File: config.mk
export PLATFORM = sky130hd
export DESIGN_NAME = el2_dec_nbload_scbd_flat
export DESIGN_NICKNAME = d
export VERILOG_FILES = /design/src/rtl/el2_dec_nbload_scbd_if.sv /design/src/rtl/el2_dec_nbload_scbd.sv /design/src/flat_wrapper.sv
export SDC_FILE = /design/constraint.sdc
export NUM_CORES = 1
export LEC_CHECK = 0
export ABC_AREA = 1
export CAP_MARGIN = 20
export CORE_MARGIN = 3
export CORE_UTILIZATION = 46
export CTS_CLUSTER_DIAMETER = 40
export CTS_CLUSTER_SIZE = 30
export DETAILED_ROUTE_END_ITERATION = 10
export PLACE_DENSITY = 0.77
export SLEW_MARGIN = 10
export SYNTH_ARGS = -nofsm -noshare
export SYNTH_HDL_FRONTEND = slang
export SYNTH_SLANG_ARGS = --single-unit
File: constraint.sdc
create_clock -name clk -period 1.6 [get_ports clk]
set_input_delay 0.32 -clock clk [delete_from_list [all_inputs] [get_ports clk]]
set_output_delay 0.32 -clock clk [all_outputs]
set_load 0.01 [all_outputs]
File: src/rtl/el2_dec_nbload_scbd_if.sv
// el2_dec_nbload_scbd_if: issue/return/kill/flush and GPR port bundle around the non-blocking-load scoreboard
interface el2_dec_nbload_scbd_if #(parameter int NUM_TAGS = 4, parameter int TAG_W = 2);
   logic                alloc_valid;
   logic [TAG_W-1:0]    alloc_tag;
   logic [4:0]          alloc_rd;
   logic                ret_valid;
   logic [TAG_W-1:0]    ret_tag;
   logic [31:0]         ret_data;
   logic                kill_valid;
   logic [TAG_W-1:0]    kill_tag;
   logic                flush_all;
   logic                wen0;
   logic                wen1;
   logic [4:0]          waddr0;
   logic [4:0]          waddr1;
   logic [4:0]          raddr0;
   logic [4:0]          raddr1;
   logic                wen2;
   logic [4:0]          waddr2;
   logic [31:0]         wd2;
   logic                stall0;
   logic                stall1;
   logic [NUM_TAGS-1:0] busy;
   logic                full;
   logic                err_alloc;
   logic                err_ret;
   modport master (
      output alloc_valid, alloc_tag, alloc_rd, ret_valid, ret_tag, ret_data, kill_valid, kill_tag,
             flush_all, wen0, wen1, waddr0, waddr1, raddr0, raddr1,
      input  wen2, waddr2, wd2, stall0, stall1, busy, full, err_alloc, err_ret
   );
   modport slave (
      input  alloc_valid, alloc_tag, alloc_rd, ret_valid, ret_tag, ret_data, kill_valid, kill_tag,
             flush_all, wen0, wen1, waddr0, waddr1, raddr0, raddr1,
      output wen2, waddr2, wd2, stall0, stall1, busy, full, err_alloc, err_ret
   );
endinterface

File: src/rtl/el2_dec_nbload_scbd.sv
// el2_dec_nbload_scbd: tracks destination GPRs of outstanding non-blocking loads and drives GPR write port 2
module el2_dec_nbload_scbd #(parameter int NUM_TAGS = 4, parameter int TAG_W = 2) (
   input logic                  clk,
   input logic                  rst_l,
   el2_dec_nbload_scbd_if.slave bus
);
   logic [NUM_TAGS-1:0] valid_q, stale_q, valid_d, stale_d, freed, install, hit0, hit1;
   logic [4:0]          rd_q [NUM_TAGS];
   logic [4:0]          rd_d [NUM_TAGS];
   logic [4:0]          ret_rd, waddr2_q;
   logic [31:0]         wd2_q;
   logic                wen2_q, err_alloc_q, err_ret_q;
   logic                ret_kill, ret_hit, alloc_ok, wr_d, err_alloc_d, err_ret_d;
   always_comb begin
      for (int i = 0; i < NUM_TAGS; i++) begin
         freed[i] = bus.flush_all | (bus.ret_valid & bus.ret_tag == TAG_W'(i)) |
                    (bus.kill_valid & bus.kill_tag == TAG_W'(i));
         hit0[i] = valid_q[i] & ~stale_q[i] & rd_q[i] == bus.raddr0;
         hit1[i] = valid_q[i] & ~stale_q[i] & rd_q[i] == bus.raddr1;
      end
   end
   // A same-cycle port 0/1 write to the returning rd is younger, so the load result is dropped
   always_comb begin
      ret_rd = rd_q[bus.ret_tag];
      ret_kill = bus.kill_valid & bus.kill_tag == bus.ret_tag;
      ret_hit = bus.ret_valid & valid_q[bus.ret_tag] & ~ret_kill;
      wr_d = ret_hit & ~stale_q[bus.ret_tag] & ~bus.flush_all &
             ~(bus.wen0 & bus.waddr0 == ret_rd) & ~(bus.wen1 & bus.waddr1 == ret_rd);
      err_ret_d = bus.ret_valid & ~valid_q[bus.ret_tag] & ~ret_kill;
      alloc_ok = bus.alloc_valid & |bus.alloc_rd & ~bus.flush_all &
                 (~valid_q[bus.alloc_tag] | freed[bus.alloc_tag]);
      err_alloc_d = bus.alloc_valid & |bus.alloc_rd & ~bus.flush_all &
                    valid_q[bus.alloc_tag] & ~freed[bus.alloc_tag];
      for (int i = 0; i < NUM_TAGS; i++) begin
         install[i] = alloc_ok & bus.alloc_tag == TAG_W'(i);
         valid_d[i] = valid_q[i] & ~freed[i] | install[i];
         stale_d[i] = ~install[i] & valid_d[i] & (stale_q[i] | bus.wen0 & bus.waddr0 == rd_q[i] |
                      bus.wen1 & bus.waddr1 == rd_q[i] | alloc_ok & bus.alloc_rd == rd_q[i]);
         rd_d[i] = install[i] ? bus.alloc_rd : rd_q[i];
      end
   end
   always_ff @(posedge clk or negedge rst_l) begin
      if (!rst_l) begin
         valid_q <= '0;
         stale_q <= '0;
         rd_q <= '{default: '0};
         wen2_q <= 1'b0;
         waddr2_q <= '0;
         wd2_q <= '0;
         err_alloc_q <= 1'b0;
         err_ret_q <= 1'b0;
      end else begin
         valid_q <= valid_d;
         stale_q <= stale_d;
         rd_q <= rd_d;
         wen2_q <= wr_d;
         if (wr_d) begin
            waddr2_q <= ret_rd;
            wd2_q <= bus.ret_data;
         end
         err_alloc_q <= err_alloc_d;
         err_ret_q <= err_ret_d;
      end
   end
   assign bus.wen2 = wen2_q & ~(bus.wen0 & bus.waddr0 == waddr2_q) & ~(bus.wen1 & bus.waddr1 == waddr2_q);
   assign bus.waddr2 = waddr2_q;
   assign bus.wd2 = wd2_q;
   assign bus.stall0 = |bus.raddr0 & (|hit0 | wen2_q & waddr2_q == bus.raddr0);
   assign bus.stall1 = |bus.raddr1 & (|hit1 | wen2_q & waddr2_q == bus.raddr1);
   assign bus.busy = valid_q;
   assign bus.full = &valid_q;
   assign bus.err_alloc = err_alloc_q;
   assign bus.err_ret = err_ret_q;
endmodule

File: src/flat_wrapper.sv
// flat-port wrapper written by rule: the top's interface ports become plain ports
module el2_dec_nbload_scbd_flat 
#(parameter int NUM_TAGS = 4, parameter int TAG_W = 2)
  (clk, rst_l, bus_alloc_valid, bus_alloc_tag, bus_alloc_rd, bus_ret_valid, bus_ret_tag, bus_ret_data, bus_kill_valid, bus_kill_tag, bus_flush_all, bus_wen0, bus_wen1, bus_waddr0, bus_waddr1, bus_raddr0, bus_raddr1, bus_wen2, bus_waddr2, bus_wd2, bus_stall0, bus_stall1, bus_busy, bus_full, bus_err_alloc, bus_err_ret);
  el2_dec_nbload_scbd_if #(.NUM_TAGS(NUM_TAGS), .TAG_W(TAG_W)) bus_i ();
  input logic clk;
  input logic rst_l;
  input wire logic [$bits(bus_i.alloc_valid)-1:0] bus_alloc_valid;
  input wire logic [$bits(bus_i.alloc_tag)-1:0] bus_alloc_tag;
  input wire logic [$bits(bus_i.alloc_rd)-1:0] bus_alloc_rd;
  input wire logic [$bits(bus_i.ret_valid)-1:0] bus_ret_valid;
  input wire logic [$bits(bus_i.ret_tag)-1:0] bus_ret_tag;
  input wire logic [$bits(bus_i.ret_data)-1:0] bus_ret_data;
  input wire logic [$bits(bus_i.kill_valid)-1:0] bus_kill_valid;
  input wire logic [$bits(bus_i.kill_tag)-1:0] bus_kill_tag;
  input wire logic [$bits(bus_i.flush_all)-1:0] bus_flush_all;
  input wire logic [$bits(bus_i.wen0)-1:0] bus_wen0;
  input wire logic [$bits(bus_i.wen1)-1:0] bus_wen1;
  input wire logic [$bits(bus_i.waddr0)-1:0] bus_waddr0;
  input wire logic [$bits(bus_i.waddr1)-1:0] bus_waddr1;
  input wire logic [$bits(bus_i.raddr0)-1:0] bus_raddr0;
  input wire logic [$bits(bus_i.raddr1)-1:0] bus_raddr1;
  output wire logic [$bits(bus_i.wen2)-1:0] bus_wen2;
  output wire logic [$bits(bus_i.waddr2)-1:0] bus_waddr2;
  output wire logic [$bits(bus_i.wd2)-1:0] bus_wd2;
  output wire logic [$bits(bus_i.stall0)-1:0] bus_stall0;
  output wire logic [$bits(bus_i.stall1)-1:0] bus_stall1;
  output wire logic [$bits(bus_i.busy)-1:0] bus_busy;
  output wire logic [$bits(bus_i.full)-1:0] bus_full;
  output wire logic [$bits(bus_i.err_alloc)-1:0] bus_err_alloc;
  output wire logic [$bits(bus_i.err_ret)-1:0] bus_err_ret;
  assign bus_i.alloc_valid = bus_alloc_valid;
  assign bus_i.alloc_tag = bus_alloc_tag;
  assign bus_i.alloc_rd = bus_alloc_rd;
  assign bus_i.ret_valid = bus_ret_valid;
  assign bus_i.ret_tag = bus_ret_tag;
  assign bus_i.ret_data = bus_ret_data;
  assign bus_i.kill_valid = bus_kill_valid;
  assign bus_i.kill_tag = bus_kill_tag;
  assign bus_i.flush_all = bus_flush_all;
  assign bus_i.wen0 = bus_wen0;
  assign bus_i.wen1 = bus_wen1;
  assign bus_i.waddr0 = bus_waddr0;
  assign bus_i.waddr1 = bus_waddr1;
  assign bus_i.raddr0 = bus_raddr0;
  assign bus_i.raddr1 = bus_raddr1;
  assign bus_wen2 = bus_i.wen2;
  assign bus_waddr2 = bus_i.waddr2;
  assign bus_wd2 = bus_i.wd2;
  assign bus_stall0 = bus_i.stall0;
  assign bus_stall1 = bus_i.stall1;
  assign bus_busy = bus_i.busy;
  assign bus_full = bus_i.full;
  assign bus_err_alloc = bus_i.err_alloc;
  assign bus_err_ret = bus_i.err_ret;
  el2_dec_nbload_scbd #(.NUM_TAGS(NUM_TAGS), .TAG_W(TAG_W)) u_core (.clk(clk), .rst_l(rst_l), .bus(bus_i));
endmodule
==> out/results.ini <==
[logic_synthesis]
synthArstFlopShare_pct=100
synth_edf_count=0
yosysWarnings=0
synth_top_area_share_pct=33.5
synth_area_leaders=dfrtp_1, nand2_1, nand4_1
syn-instance-count=744
ys_seq_area_share_pct=33.5
synth_ff_type=dfrtp_1
synth_cell_types=31
netlist_area_sq_um=5080
syn_nets=815
synth_top_area_cell=dfrtp_1
ys_seq_elements=68
synth.avg_cell_area_sq_um=6.83

[sta]
post-route-min-period_ps=2170
setup_tns_ps=-19940
finalCritPeriodShare_pct=136
worstMarginPinSlew_ps=428
setup_viol=45
clock_skew_ps=15.7
rsz0062_at_grt=true
max_freq_ghz=0.460
slew_viol_final=0
slew_headroom_pct=71.1
setup_ws_ps=-573
hold_violations=0

[drt]
drt-total-wl_microns=26700
dr.pass1.iters=6
drt_iter0_drc=1104
antenna_left=0
drc_errors=0
wire_per_inst_microns=23.2
vias=7128
drt-vias-per-instance=6.19

[placement]
postPlaceCellArea_sq_um=7220
port_buffers=117
post-place-ws_ps=-886
routabilityCongestion=1.04
place_hpwl_microns=16500
dp_cells=1083

[worst_setup_path]
cp_common_cell=buf_12
r2r_end=u_core.bus.wd2[0]
max_stage_delay_ps=480
critPathArrivalTime_ps=2430
cp-end-kind=register
regToRegStartpoint=u_core.rd_q[0]
crit_chain=buf_12 > buf_6 > nand2_2 > nand2_2 > nand2_4 > nand2_4 > nand2_1 > nand2_1 > nor2_2 > nand3_2 > buf_12 > buf_12 > buf_12 > nand4_1 > nand2_1
critPathKind=register to register
cp_data_required_time_ps=1860
rrSetupSlack_ps=-570
slowest_stage=dfrtp_2
critPathLaunchType=register
cp_max_fo=7
rr_worst_depth=15

[grt]
grt_max_degree=69
use_met3_pct=12.1
grt_pass1_wl_microns=38000
grt.total_usage_pct=39.3
grt_pass1_vias=6723
overflow=0
met1_usage_pct=52.7
antenna_found_initial=1
grt_use_met2_pct=59.8
grt-busiest-layer=met2

[floorplan]
die_area_sq_um=12300
fp.dieW_microns=111
coreArea_sq_um=10500
std_cell_rows=37
ioPinCount=118
fp.dieH_microns=111
start_util_pct=48.3

[clocking]
cts_sinks=68
cts_buffer_depth=2
cts_buffers=9
clk_pin_slew_ps=80
cts_tree=done
htreeDepth=3
clock_latency_ps=380
cts_root_buffer=clkbuf_8

[final_layout]
final_common_cell=nand2_1
post-route-cell-area_sq_um=8770
num-fill-cells=598
final_cells=1152
drive_gt1_share_pct=38.1
areaGrowthSynthToFinish_pct=72.7
final_nets=1081
final_cell_mix=nand2_1, buf_4, nand2_2

[outcome]
status=complete, but fails checks
failed_checks=setup timing

[pwr]
internal_power_mw=5.11
clkPwrFrac_pct=18.5
power_frac_seq_pct=30.8
powerDensity_nw_per_um2=991
pwr-share-comb_pct=50.7
power_mw=8.69
power.leakage_nw=4.44
p_switching_mw=3.58
p_sw_share_pct=41.2
irDropWorstVdd_v=0.00106

[worst_hold_path]
hp-class=input port to register
hold_path_depth=4
hold_end=u_core.bus.err_ret
hp-start=bus_ret_valid

[flow_run]
cap_viol_max_count=0

-- state kept, by name (all words and copies together) (netlist names) --
signal,cells
u_core.bus.err_ret,1
u_core.bus.err_alloc,1
u_core.bus.wd2,32
u_core.bus.busy,4
u_core.wen2_q,1
u_core.rd_q,20
u_core.stale_q,4
u_core.bus.waddr2,5
-- cells in the mapped netlist, types with 14 or more instances --
cell type    n
o22ai_1     37
nor2_1      46
nand2_1    211
nand2_2     20
o21ai_0     24
clkbuf_1    25
nand4_1     56
inv_1       65
a21oi_1     30
xor2_1      28
nor3_1      14
dfrtp_1     68
nand3_1     45
-- worst max path at each step --
stage	startpoint	endpoint	slack (ps)	depth (start not counted)
2_1_floorplan	bus_ret_tag[0]	u_core.bus.wd2[22]	-70	16
3_3_place_gp	bus_raddr0[4]	bus_stall0	-850	7
3_5_place_dp	bus_raddr0[2]	bus_stall0	-890	8
4_1_cts	u_core.bus.waddr2[4]	bus_stall1	-450	8
5_1_grt	u_core.rd_q[6]	u_core.bus.wd2[0]	-640	14
6_report	u_core.rd_q[0]	u_core.bus.wd2[0]	-570	15
-- power by group through the flow --
| stage | Clock [mW] | Combinational [mW] | Sequential, mW |
|---|---|---|---|
| after floorplan | 0 | 1.52 | 2.53 |
| after global placement | 0 | 3.41 | 2.59 |
| after detailed placement | 0 | 3.47 | 2.60 |
| after CTS | 1.60 | 3.76 | 2.55 |
| after global routing | 1.69 | 4.62 | 2.70 |
| final | 1.61 | 4.40 | 2.67 |
-- per-layer routing --
metal  up-vias  share of wire [%]
li1       3035                  -
met1      3314                 37
met2       618                 44
met3       161                 13
met4         0                5.9
met5         -                  0
-- area by class of cell --
cell class / count / area [sq um] / area share, %
repair buffers: 309 / 3070 / 35.0
multi-input cells: 554 / 3320 / 37.8
clock buffers: 10 / 128 / 1.46
flip-flops and latches: 68 / 1730 / 19.7
inverters: 68 / 264 / 3.01
well taps: 136 / 170 / 1.94
clock inverters: 6 / 88.8 / 1.01
diodes: 1 / 2.50 / 0.0285
-- cell families (layout without fill, tap and decap cells) --
kind of cell,after synthesis,after routing,share of synthesized area [%]
compound gates,110,110,12.3
xor+xnor,36,36,6.21
other cells,0,1,0
flops,68,68,33.5
simple gates,408,408,36.6
buf+inv,122,393,11.4
-- critical path: cells and delay by family (launching register included) --
kind,cells,cell delay (ps)
AND/OR/NAND/NOR,10,830
flip-flops,1,480
buffers and inverters,5,730
-- through the flow --
step	hold slack, ps	util [%]
global route	355	83.4
detailed placement	367	68.7
floorplan	24.4	-
CTS	482	78.1
finish	328	83.4
global placement	351	68.7
-- what timing repair did --
action / in CTS / in global routing
setup endpoints to repair: 107 / 79
hold buffers: 1 / 0
cloned: 12 / 5
endpoints found under the hold margin: 61 / 0
pin swaps: 46 / 60
setup buffers: 32 / 11
resized for setup: 158 / 169
Power figures use the tool's default switching activity.
